## src/rtl/nibble_unpacker.sv

```systemverilog
// Streams 12-bit RAM words out as three 4-bit nibbles with valid/ready handshaking.
// Optional build macro NIBBLE_MSB_FIRST_EN emits [11:8] first instead of [3:0].
module nibble_unpacker #(
    parameter int ADDR_W = 10,
    parameter int CNT_W  = 10
) (
    input  logic              Clk,
    input  logic              Reset,
    input  logic              start,
    input  logic [ADDR_W-1:0] base_addr,
    input  logic [CNT_W-1:0]  word_count,
    output logic              mem_rd_en,
    output logic [ADDR_W-1:0] mem_addr,
    input  logic [11:0]       mem_rd_data,
    output logic              nib_valid,
    input  logic              nib_ready,
    output logic [3:0]        nib_data,
    output logic [1:0]        nib_sel,
    output logic              nib_last,
    output logic              busy,
    output logic              done
);

    typedef enum logic [2:0] {S_IDLE, S_REQ, S_WAIT, S_SEND, S_FIN} state_t;

`ifdef NIBBLE_MSB_FIRST_EN
    localparam logic [1:0] IDX_FIRST = 2'b10;
    localparam logic [1:0] IDX_LAST  = 2'b00;
`else
    localparam logic [1:0] IDX_FIRST = 2'b00;
    localparam logic [1:0] IDX_LAST  = 2'b10;
`endif

    state_t            state_q, state_d;
    logic [ADDR_W-1:0] addr_q, addr_d;
    logic [ADDR_W-1:0] mem_addr_q, mem_addr_d;
    logic [CNT_W-1:0]  rem_q, rem_d;
    logic [11:0]       hold_q, hold_d;
    logic [1:0]        idx_q, idx_d;
    logic              word_end;

    function automatic logic [1:0] step_idx(input logic [1:0] idx);
`ifdef NIBBLE_MSB_FIRST_EN
        return idx - 2'd1;
`else
        return idx + 2'd1;
`endif
    endfunction

    function automatic logic [3:0] pick_nibble(input logic [11:0] w, input logic [1:0] idx);
        case (idx)
            2'b00:   return w[3:0];
            2'b01:   return w[7:4];
            default: return w[11:8];
        endcase
    endfunction

    assign word_end = (state_q == S_SEND) && nib_ready && (idx_q == IDX_LAST);

    always_ff @(posedge Clk or negedge Reset) begin
        if (!Reset) begin
            state_q    <= S_IDLE;
            addr_q     <= '0;
            mem_addr_q <= '0;
            rem_q      <= '0;
            hold_q     <= '0;
            idx_q      <= '0;
        end else begin
            state_q    <= state_d;
            addr_q     <= addr_d;
            mem_addr_q <= mem_addr_d;
            rem_q      <= rem_d;
            hold_q     <= hold_d;
            idx_q      <= idx_d;
        end
    end

    always_comb begin
        state_d = state_q;
        case (state_q)
            S_IDLE: if (start) state_d = (word_count == '0) ? S_FIN : S_REQ;
            S_REQ:  state_d = S_WAIT;
            S_WAIT: state_d = S_SEND;
            S_SEND: if (word_end) state_d = (rem_q == CNT_W'(1)) ? S_FIN : S_REQ;
            S_FIN:  state_d = S_IDLE;
            default: state_d = S_IDLE;
        endcase
    end

    always_comb begin
        addr_d = addr_q;
        rem_d  = rem_q;
        hold_d = hold_q;
        idx_d  = idx_q;
        if (state_q == S_IDLE && start) begin
            addr_d = base_addr;
            rem_d  = word_count;
        end
        if (state_q == S_WAIT) begin
            hold_d = mem_rd_data;
            idx_d  = IDX_FIRST;
        end
        if (state_q == S_SEND && nib_ready) begin
            if (idx_q == IDX_LAST) begin
                addr_d = addr_q + ADDR_W'(1);
                rem_d  = rem_q - CNT_W'(1);
            end else begin
                idx_d = step_idx(idx_q);
            end
        end
        // mem_addr only moves when a read is about to be issued, so it holds between reads
        mem_addr_d = (state_d == S_REQ) ? addr_d : mem_addr_q;
    end

    always_comb begin
        mem_rd_en = (state_q == S_REQ);
        nib_valid = (state_q == S_SEND);
        nib_sel   = (state_q == S_SEND) ? idx_q : 2'b00;
        nib_data  = (state_q == S_SEND) ? pick_nibble(hold_q, idx_q) : 4'h0;
        nib_last  = (state_q == S_SEND) && (idx_q == IDX_LAST) && (rem_q == CNT_W'(1));
        busy      = (state_q != S_IDLE);
        done      = (state_q == S_FIN);
    end

    assign mem_addr = mem_addr_q;

endmodule
```

## config.mk

```make
export PLATFORM = sky130hd
export DESIGN_NAME = nibble_unpacker
export DESIGN_NICKNAME = d
export VERILOG_FILES = /design/src/rtl/nibble_unpacker.sv
export SDC_FILE = /design/constraint.sdc
export NUM_CORES = 1
export LEC_CHECK = 0
export BUFFER_PORTS_ARGS = -buffer_cell sky130_fd_sc_hd__buf_2
export CAP_MARGIN = 20
export CORE_ASPECT_RATIO = 0.6
export CORE_MARGIN = 5
export CORE_UTILIZATION = 58
export DETAILED_ROUTE_END_ITERATION = 6
export PLACE_DENSITY = 0.91
export SETUP_SLACK_MARGIN = 0.05
export SYNTH_ARGS = -nofsm -noshare
export SYNTH_HDL_FRONTEND = slang
export SYNTH_SLANG_ARGS = --single-unit
```

## constraint.sdc

```tcl
create_clock -name Clk -period 3.6 [get_ports Clk]
set_input_delay 1.08 -clock Clk [delete_from_list [all_inputs] [get_ports Clk]]
set_output_delay 1.08 -clock Clk [all_outputs]
set_load 0.03 [all_outputs]
```

==> results of run 1 <==
## layout by cell type, fill, tap and decap left out, drive strengths merged, types with 5 or more instances in the layout
master,n
nor2,30
clkbuf,5
o221a,6
o21ai,5
nor4,7
nand3,7
mux2,14
mux2i,6
nand2,8
dfrtp,47
inv,6
nor3,9
buf,66
o31ai,13
nand4,7
a21oi,14
## power breakdown
group          internal [mW]  leakage (nW)  total (mW)  switching, mW
clock                  0.133        0.0440       0.309          0.176
sequential             0.770         0.532       0.994          0.224
combinational          0.497         0.747        1.27          0.778
total                   1.40          1.32        2.58           1.18
## cells by family (layout without fill, tap and decap cells)
| logic type | after synthesis | count (layout) | synth area share [%] |
|---|---|---|---|
| buffers and inverters | 21 | 79 | 4.44 |
| AOI/OAI and AO/OA | 65 | 65 | 19.6 |
| DFF | 47 | 47 | 45.3 |
| muxes | 20 | 20 | 8.68 |
| and+or+nand+nor | 96 | 96 | 20.5 |
| adders and majority gates | 3 | 3 | 1.45 |
## layout make-up
cell class | instances | area (um2) | area share, %
Clock inverter | 2 | 13.8 | 0.455
Timing Repair Buffer | 66 | 368 | 12.1
Clock buffer | 5 | 68.8 | 2.27
Tap cell | 60 | 75.1 | 2.48
Sequential cell | 47 | 1180 | 38.8
Inverter | 6 | 22.5 | 0.744
Multi-Input combinational cell | 184 | 1300 | 43.1
## metal layers
layer  global-route usage [%]  vias up  wire, um
met5                        0        -         0
met1                     35.7     1104      3020
li1                         -     1081         -
met4                     6.19        0        39
met3                     4.57        9       680
met2                     35.3      140      2970
## critical path: cells and delay by family
kind	cells	cell delay, ns
buffers and inverters	1	0.08
multiplexers	1	0.34
AND/OR/NAND/NOR	3	1.66
## path summary, 6_finish.rpt
path | to | depth (start not counted) | slack [ns] | from
worst max-delay path | mem_addr[0] | 5 | 0.61 | start
worst min-delay path | mem_addr[9] | 2 | 0.52 | mem_addr[9]
worst max register to register | mem_addr[0] | 4 | 0.82 | state_q[0]
worst min register to register | mem_addr[9] | 2 | 0.52 | mem_addr[9]
max in group asynchronous | state_q[2] | 2 | 2.50 | Reset
min in group asynchronous | mem_addr[4] | 1 | 0.63 | Reset
## flip-flops by register name, indices dropped and copies added (netlist names)
name,cells
hold_q,12
mem_addr,10
state_q,3
rem_q,10
addr_q,10
idx_q,2
## metrics by stage
stage / hold WS [ns] / util [%] / area (um2) / total power, mW / instances
finish: 0.518 / 71.9 / 3030 / 2.58 / 370
global route: 0.537 / 71.9 / 3030 / 2.75 / 370
CTS: 0.518 / 71.4 / 3010 / 2.56 / 369
detailed placement: 0.492 / 69.5 / 2930 / 2.25 / 362
global placement: 0.485 / 69.5 / 2930 / 2.21 / 362
floorplan: 0.480 / - / 2590 / 1.89 / 252
==> impl_metrics.ini, run 1 <==
[worst_setup_path]
cp-start-kind = primary input
cpMaxStageDelayCell = nor4b_2
critPathCaptureType = flop
worstPathMaxFanout = 10
crit_required_ns = 3.79
arrival_ns = 3.18
path_cells = buf_2, nor4b_2, and4_1, or3_1, mux2_4
crit_type = primary input to flop
cp_slowest_stage_delay_ns = 0.62

[finish]
diodes = 0
area_growth_pct = 16.7
num-nets-final = 349
layout-drive-gt1-share_pct = 32.3
nFillCells = 322

[placement]
place_congestion = 0.931
hpwl_mm = 4.99
io_buffers = 56
place_ws_ns = 0.403

[logic_synthesis]
synth_top_area_share_pct = 45.3
synth_area_per_cell_um2 = 10.3
ys_seq_area_share_pct = 45.3
synth_nets = 291
yosys.area.top_type = dfrtp_1
async_flop_share_pct = 100
synthCells = 252
synth_cell_types = 50
syn_area_um2 = 2590
yosys_register_bits = 47
synthTopCellsByCount = dfrtp_1 (47), nor2_1 (30), a21oi_1 (13), o31ai_1 (13), mux2_2 (12)
synth.most_common_cell = dfrtp_1
synth_edf_count = 0
synth.area.top_cells = dfrtp_1 (45%), mux2_2 (5.2%), nor2_1 (4.3%)
yosys_most_used_dff = dfrtp_1
synth_warnings = 0

[timing]
tightest_slew_ns = 0.949
drv_slew = 0
worst_clock_skew_ns = 0.0107
fin_ws_ns = 0.608
rsz0062_at_grt = false
tns_ns = 0
fin_crit_ns = 2.99
hold_viol = 0
setup_viol = 0
relSlewSlack_pct = 36.5
fmax_mhz = 334
period_share_pct = 83.1

[clocking]
cts_htree_levels = 2
post_cts_buffers = 0
numCtsBuffers = 5
cts_hold_buf = 0
cts-root-buf = clkbuf_8
cts.sinks = 47
cts_buffer_depth = 2
clk_latency_ns = 0.30
cts_resized = 0
clkTransAtPathRegs_ns = 0.08
cts_tree = built

[pwr]
power_leakage_nw = 1.32
power_density_nw_per_um2 = 852
peakVddDrop_mv = 0.395

[job]
maxCapViolCount = 0

[route]
dr.pass1.iters = 5
drcViolationCount = 0
wl_per_cell_um = 18.1
antenna_left = 0
detail_route.vias_per_cell = 6.31
routed_wl_mm = 6.70
drtIter0Drc = 260
vias = 2334

[global_route]
antenna_found_initial = 0
grt_start_max_net_pins = 48
grt_util_all_layers_pct = 23.7
grt_pass1_vias = 2243
grt_overflow = 0
grt_pass1_wl_mm = 10.8

[die]
die-area_um2 = 5960
die_h_um = 61.8
start_util_pct = 61.6
io_pins = 57
fp.dieW_um = 96.4
core-area_um2 = 4210
core.rowCount = 18

[min_path]
hp-class = flop to flop

[status]
outcome = finished clean
Power figures use the tool's default switching activity.
==> run 2, diff against run 1 <==
--- a/config.mk
+++ b/config.mk
@@ -9,9 +9,9 @@
 export CAP_MARGIN = 20
 export CORE_ASPECT_RATIO = 0.6
 export CORE_MARGIN = 5
-export CORE_UTILIZATION = 58
+export CORE_UTILIZATION = 49
 export DETAILED_ROUTE_END_ITERATION = 6
-export PLACE_DENSITY = 0.91
+export PLACE_DENSITY = 0.83
 export SETUP_SLACK_MARGIN = 0.05
 export SYNTH_ARGS = -nofsm -noshare
 export SYNTH_HDL_FRONTEND = slang
==> constraint.sdc (replaced) <==
create_clock -name Clk -period 2.6 [get_ports Clk]
set_input_delay 0.78 -clock Clk [delete_from_list [all_inputs] [get_ports Clk]]
set_output_delay 0.78 -clock Clk [all_outputs]
set_load 0.03 [all_outputs]
==> impl_metrics.ini, run 2 (synthesis results as in run 1) <==
[finish]
nFillCells = 409
diodes = 0
largest_register_ffs = 12
regMostFlops = hold_q
final_cell_mix = buf_2 (55), dfrtp_1 (46), nor2_1 (30), buf_4 (22)
postLayoutCellArea_um2 = 3170
final_common_cell = buf_2
num-nets-final = 360
layout-drive-gt1-share_pct = 36.6
seqCellArea_um2 = 1180
multi_input_area_um2 = 1330
area_growth_pct = 22.0

[status]
outcome = finished clean

[worst_setup_path]
reg2reg_slack_ns = 0.49
crit_required_ns = 1.82
cp-startpoint = rem_q[6]
crit_type = flop to output port
r2r-end = mem_addr[6]
arrival_ns = 1.68
critPathCaptureType = output port
cp-start-kind = flop
reg2reg_from = idx_q[0]
crit_path_end = nib_last
worstRegToRegCells = 6
worstPathMaxFanout = 6

[pwr]
power_leakage_nw = 1.39
peakVddDrop_mv = 0.498
power_density_nw_per_um2 = 1190

[clocking]
cts_htree_levels = 2
cts_buffer_depth = 2
numCtsBuffers = 5
cts-root-buf = clkbuf_8
cts_tree = built
cts.sinks = 47
clkTransAtPathRegs_ns = 0.09
clk_latency_ns = 0.31

[die]
fp.dieW_um = 104
core-area_um2 = 5100
io_pins = 57
die-area_um2 = 6900
die_h_um = 66.4
core.rowCount = 20
start_util_pct = 50.8

[min_path]
hp-class = primary input to asynchronous set/reset pin

[placement]
place_congestion = 0.988
hpwl_mm = 5.57
io_buffers = 56
place_area_um2 = 3020
place_ws_ns = 0.289

[global_route]
grt_start_max_net_pins = 19
grt_pass1_vias = 2337
grt_pass1_wl_mm = 12.1
grt_util_all_layers_pct = 22.0
antenna_found_initial = 1
grt_overflow = 0

[route]
vias = 2373
drtIter0Drc = 349
routed_wl_mm = 7.18
detail_route.vias_per_cell = 6.12
drcViolationCount = 0
antenna_left = 0
wl_per_cell_um = 18.5
dr.pass1.iters = 5

[timing]
worst_clock_skew_ns = 0.0129
fin_ws_ns = 0.139
setup_viol = 0
period_share_pct = 94.6
drv_slew = 0
tns_ns = 0
tightest_slew_ns = 0.509
hold_viol = 0
fin_crit_ns = 2.46
fmax_mhz = 406
relSlewSlack_pct = 66.0
rsz0062_at_grt = true

[job]
maxCapViolCount = 0
-- run 2: area by class of cell --
| cell class | instances | area share (%) |
|---|---|---|
| clock inverters | 3 | 1.38 |
| inverters | 6 | 0.711 |
| well taps | 66 | 2.61 |
| multi-input cells | 184 | 42.0 |
| flip-flops and latches | 47 | 37.2 |
| repair buffers | 77 | 13.9 |
| clock buffers | 5 | 2.17 |
-- run 2: how the worst min path moves through the flow --
stage	startpoint	endpoint	slack [ns]	cells past startpoint
after CTS	Reset	addr_q[0]	0.39	1
after detailed placement	mem_addr[4]	mem_addr[4]	0.48	2
after global routing	Reset	mem_addr[1]	0.40	1
after global placement	mem_addr[6]	mem_addr[6]	0.47	2
final	Reset	addr_q[0]	0.38	1
after floorplan	Reset	addr_q[0]	0.48	0
-- run 2: repair_timing --
| action | CTS | global route |
|---|---|---|
| gates resized for setup | 2 | 6 |
| pin swaps | 0 | 3 |
| hold buffers | 0 | 0 |
| setup endpoints to repair | 1 | 7 |
| buffers inserted | 0 | 1 |
-- run 2: metal layers --
metal / up-vias / global-route usage, % / share of wire, %
met5: - / 0 / 0.18
li1: 1104 / - / -
met4: 2 / 6.79 / 1.4
met3: 17 / 6.63 / 10
met2: 128 / 30.8 / 42
met1: 1122 / 32.4 / 46
-- run 2: through the flow --
stage / total power, mW / utilization [%] / std cells / hold slack, ns
4_1_cts: 3.72 / 61.4 / 387 / 0.387
3_5_place_dp: 3.19 / 59.1 / 379 / 0.479
5_1_grt: 4.03 / 62.0 / 388 / 0.400
2_1_floorplan: 2.62 / - / 252 / 0.480
6_report: 3.77 / 62.0 / 388 / 0.378
3_3_place_gp: 3.12 / 59.1 / 379 / 0.472
-- run 2: worst max-delay path, stage by stage, from the launching register on --
cell and delay [ns]:
dfrtp_1 0.45, nor3_1 0.45, nand3_1 0.16, nor2_1 0.15, buf_4 0.17
-- run 2: report_power, final --
| part | switching [mW] | internal [mW] |
|---|---|---|
| Sequential | 0.336 | 1.07 |
| Combinational | 1.09 | 0.747 |
| Clock | 0.249 | 0.286 |
